<file path="config.mk">
export PLATFORM = sky130hd
export DESIGN_NAME = pc_sequencer
export DESIGN_NICKNAME = d
export VERILOG_FILES = /design/src/rtl/pc_sequencer.sv
export SDC_FILE = /design/constraint.sdc
export NUM_CORES = 1
export LEC_CHECK = 0
export ABC_CLOCK_PERIOD_IN_PS = 3250
export BUFFER_PORTS_ARGS = -buffer_cell sky130_fd_sc_hd__buf_2
export CAP_MARGIN = 20
export CORE_ASPECT_RATIO = 2
export CORE_MARGIN = 1
export CORE_UTILIZATION = 50
export CTS_CLUSTER_SIZE = 28
export DETAILED_ROUTE_END_ITERATION = 8
export PLACE_DENSITY = 0.8
export SLEW_MARGIN = 10
export SYNTH_ARGS = -nofsm -noshare
export SYNTH_HDL_FRONTEND = slang
export SYNTH_SLANG_ARGS = --single-unit
</file>
<file path="constraint.sdc">
create_clock -name clock -period 3.25 [get_ports clock]
set_input_delay 0.325 -clock clock [delete_from_list [all_inputs] [get_ports clock]]
set_output_delay 0.325 -clock clock [all_outputs]
set_load 0.01 [all_outputs]
</file>
<file path="src/rtl/pc_sequencer.sv">
`default_nettype none
// ============================================================================
// pc_sequencer : program counter, branch resolution, redirect bubble, stall/halt.
// Optional taken/not-taken counters under PC_SEQUENCER_BRANCH_COUNT_EN. Rev 1.0
// ============================================================================
module pc_sequencer #(
  parameter int                  PC_WIDTH     = 16,
  parameter logic [PC_WIDTH-1:0] RESET_VECTOR = '0
) (
  input  logic                clock,
  input  logic                reset_n,
  input  logic                stall,
  input  logic                halt,
  input  logic                branchEq,
  input  logic                branchNeq,
  input  logic                branchLt,
  input  logic                branchGt,
  input  logic                branchLte,
  input  logic                branchGte,
  input  logic                jump,
  input  logic                aluZero,
  input  logic                aluLt,
  input  logic [PC_WIDTH-1:0] branchOffset,
  input  logic [PC_WIDTH-1:0] jumpTarget,
  output logic [PC_WIDTH-1:0] pc,
  output logic [PC_WIDTH-1:0] pcLink,
  output logic                instrValid,
  output logic                branchTaken,
`ifdef PC_SEQUENCER_BRANCH_COUNT_EN
  output logic [15:0]         takenCount,
  output logic [15:0]         notTakenCount,
`endif
  output logic                ctrlError
);

  typedef enum logic [1:0] {
    ST_BOOT     = 2'd0,
    ST_RUN      = 2'd1,
    ST_REDIRECT = 2'd2,
    ST_HALTED   = 2'd3
  } state_t;

  state_t              state, state_nxt;
  logic [PC_WIDTH-1:0] pc_nxt;
  logic                taken_nxt, error_nxt;
  logic                any_branch, cond_true, multi_strobe;

  // Several asserted branch strobes resolve as the OR of their conditions.
  assign cond_true = (branchEq  &  aluZero)
                   | (branchNeq & ~aluZero)
                   | (branchLt  &  aluLt)
                   | (branchGt  & ~aluLt & ~aluZero)
                   | (branchLte & (aluLt | aluZero))
                   | (branchGte & ~aluLt);

  assign any_branch   = branchEq | branchNeq | branchLt | branchGt | branchLte | branchGte;
  assign multi_strobe = $countones({jump, branchEq, branchNeq, branchLt,
                                    branchGt, branchLte, branchGte}) > 1;

  assign pcLink     = pc + PC_WIDTH'(1);
  assign instrValid = (state == ST_RUN);

  always_comb begin
    state_nxt = state;
    pc_nxt    = pc;
    taken_nxt = 1'b0;
    error_nxt = 1'b0;
    if (!stall) begin
      case (state)
        ST_BOOT:     state_nxt = ST_RUN;
        ST_REDIRECT: state_nxt = ST_RUN;
        ST_HALTED:   state_nxt = ST_HALTED;
        ST_RUN: begin
          error_nxt = multi_strobe;
          if (halt) begin
            state_nxt = ST_HALTED;
          end else if (jump) begin
            pc_nxt    = jumpTarget;
            taken_nxt = 1'b1;
            state_nxt = ST_REDIRECT;
          end else if (any_branch && cond_true) begin
            pc_nxt    = pc + branchOffset;
            taken_nxt = 1'b1;
            state_nxt = ST_REDIRECT;
          end else begin
            pc_nxt = pc + PC_WIDTH'(1);
          end
        end
        default: state_nxt = ST_BOOT;
      endcase
    end
  end

  always_ff @(posedge clock or negedge reset_n) begin
    if (!reset_n) begin
      state       <= ST_BOOT;
      pc          <= RESET_VECTOR;
      branchTaken <= 1'b0;
      ctrlError   <= 1'b0;
    end else begin
      state       <= state_nxt;
      pc          <= pc_nxt;
      branchTaken <= taken_nxt;
      ctrlError   <= error_nxt;
    end
  end

`ifdef PC_SEQUENCER_BRANCH_COUNT_EN
  logic resolve;

  // Only conditional branches actually decided count; jump and halt pre-empt them.
  assign resolve = (state == ST_RUN) && !stall && !halt && !jump && any_branch;

  always_ff @(posedge clock or negedge reset_n) begin
    if (!reset_n) begin
      takenCount    <= 16'h0000;
      notTakenCount <= 16'h0000;
    end else if (resolve) begin
      if (cond_true && takenCount != 16'hFFFF) begin
        takenCount <= takenCount + 16'h0001;
      end
      if (!cond_true && notTakenCount != 16'hFFFF) begin
        notTakenCount <= notTakenCount + 16'h0001;
      end
    end
  end
`endif

endmodule
`default_nettype wire

</file>
==> metrics.txt <==
EDFF count, synth 0; Post-CTS Resized 0; crit start category register; Placer Congestion 0.852; clock buffer depth 2; Top-Level Pins 80; Setup WS post-layout 0.608 ns; Comb pwr share 62.6%; first-pass GRT wire length 10500 um; drt via density 5.90; WP data required 3.40 ns; share of cells above drive strength 1 29.3%; Reg power frac 25.9%; row cnt 34; Clock power frac 11.5%; cts hold-fix bufs 0; Area contributors post-synth dfrtp_1 (22%), ha_1 (9.8%), xnor2_1 (5.0%); Ys Warns 0; Critical Path AT 2.79 ns; # port buffers 79; Primary FF master, synth dfrtp_1; DR vias 2414; fin. max-slew vios 0; vias in the first global route 2420; share of Yosys cell area claimed by the top area cell type 21.8%; CTS Sinks 20; type of the most critical hold path input pin to asynchronous set/reset pin; die area 0.00488 mm^2; Synth Register Bits 20; final period demand of the worst path 2.64 ns; post-detail-place hpwl 5020 um; GR Util All Layers 27.3%; Clock Skews 0.00419 ns; switching share of power 46.5%; register area share after synthesis 21.8%; TNS Setup 0 ns; CTS tree done; area leader, netlist dfrtp_1; Root Driver clkbuf_8; Worst-Margin Slew 0.465 ns; Crit Path Class register to register; drt first pass iters 4; core footprint 0.00438 mm^2; Switch Pwr 784 uW; critical path fanouts, max 8; outcome finished clean; Synth Instances 275; commonest non-fill, non-tap cell in the layout buf_2; ANT cells 0; total congestion overflow 0; Die Y 97.8 um; period utilization 81.3%; CTS clk-pin slew, worst paths 0.08 ns; flop-to-flop setup slack 0.61 ns; Syn Nets 342; internal cell power 903 uW; fraction of registers with async set/reset 100%; Peak VDD IR 0.000390 V; antenna-violating nets left 0; Cell Area, Synth 0.00229 mm^2; initial antenna violation count 0; Power Density 605 mW/mm^2; Final setup viols 0; Yosys cell types 58; TritonCTS Buffers 3; RSZ-0062 raised after global routing false; largest net degree at the start of global routing 29; Post-route DRC 0; max_cap viols 0; Mapped Avg Cell Area 8.34 um^2; final hold vios 0; clk_lat worst skew 0.26 ns; Routed WL per cell 15.5 um; final wirelength 6320 um; Net count, final 423; Die W 49.9 um; Starting DRT DRC Count 69; max frequency 378 MHz; Post-CTS Setup Repair Bufs 0; Slew Limit Headroom 69.0%; Starting Density 52.4%; Area Overhead vs Synth 21.5%; CP endpoint kind register; H-tree depth 1; pre-CTS setup slack 0.531 ns; most frequent cells in the layout buf_2 (79), nor2_1 (24), a21oi_1 (20), dfrtp_1 (20), nand2_1 (19); leak pwr 0.00140 uW
state kept, by name (all words and copies together) (netlist names):
name	count
branchTaken	1
pc	16
ctrlError	1
state	2
worst max-delay path, cell delays in order, from the launching register on:
cell and delay (ns):
dfrtp_1 0.47, ha_1 0.26, fa_1 0.42, a21oi_1 0.25, o21ai_0 0.15, a21oi_1 0.25
a21oi_1 0.17, a221o_1 0.34, xnor2_1 0.15, a21oi_1 0.08
stage by stage:
step	util, %	total power [uW]	instances	hold WS, ns	cell area [um^2]
3_5_place_dp	62.4	1490	405	0.304	2730
3_3_place_gp	62.4	1470	405	0.309	2730
6_report	63.6	1690	409	0.00350	2790
5_1_grt	63.6	1820	409	0.0462	2790
4_1_cts	63.6	1690	409	0.0186	2790
2_1_floorplan	-	1150	275	0.0294	2290
cell usage after synthesis, types with 3 or more instances:
| cell type | number |
|---|---|
| o21ai_0 | 15 |
| xor2_1 | 13 |
| clkbuf_8 | 3 |
| o211ai_1 | 3 |
| dfrtp_1 | 20 |
| fa_1 | 4 |
| a211oi_1 | 3 |
| xnor2_1 | 13 |
| a21o_1 | 6 |
| nand2b_1 | 4 |
| a21oi_1 | 20 |
| and2_1 | 3 |
| nor2b_1 | 3 |
| ha_1 | 18 |
| and3_1 | 5 |
| nand4_1 | 4 |
| nor2_1 | 24 |
| or3_1 | 8 |
| mux2i_1 | 7 |
| nand2_1 | 19 |
| nand3_1 | 10 |
| nor3_1 | 8 |
| clkbuf_1 | 4 |
| inv_1 | 14 |
| mux2_2 | 3 |
final cells by class:
cell class                      instances  area [um^2]
Multi-Input combinational cell        233         1680
Fill cell                             424         1590
Sequential cell                        20          500
Timing Repair Buffer                   84          433
Tap cell                               54         67.6
Clock buffer                            4         55.1
Inverter                               14         52.6
worst paths after layout:
path	from	end	cells past startpoint
worst max-delay path	pc[0]	pc[12]	9
max in group asynchronous	reset_n	branchTaken	1
min in group clock	stall	ctrlError	2
worst max register to register	pc[0]	pc[12]	9
worst min register to register	state[1]	state[1]	1
worst min-delay path	reset_n	pc[6]	1
cells by family after synthesis:
family	Yosys count	synth area share, %
compound gates	76	23.0
xor+xnor	26	9.92
fa+ha+maj	22	13.3
buf+inv	22	5.23
flops	20	21.8
mux	11	5.18
simple gates	98	21.6
power groups by stage:
stage	Clock, uW	Combinational, uW	Sequential, uW
floorplan	0	701	448
global placement	0	1030	437
detailed placement	0	1050	441
CTS	198	1060	436
global route	206	1160	451
finish	194	1060	437
metal layers:
layer	part of all wire, %	track usage [%]	routed length, um
met1	36	27.3	2270
met4	2.6	11.4	167
met3	5.3	2.34	333
met2	56	54.0	3550
met5	0	0	0
No activity file was read; power rests on OpenSTA's default activity.
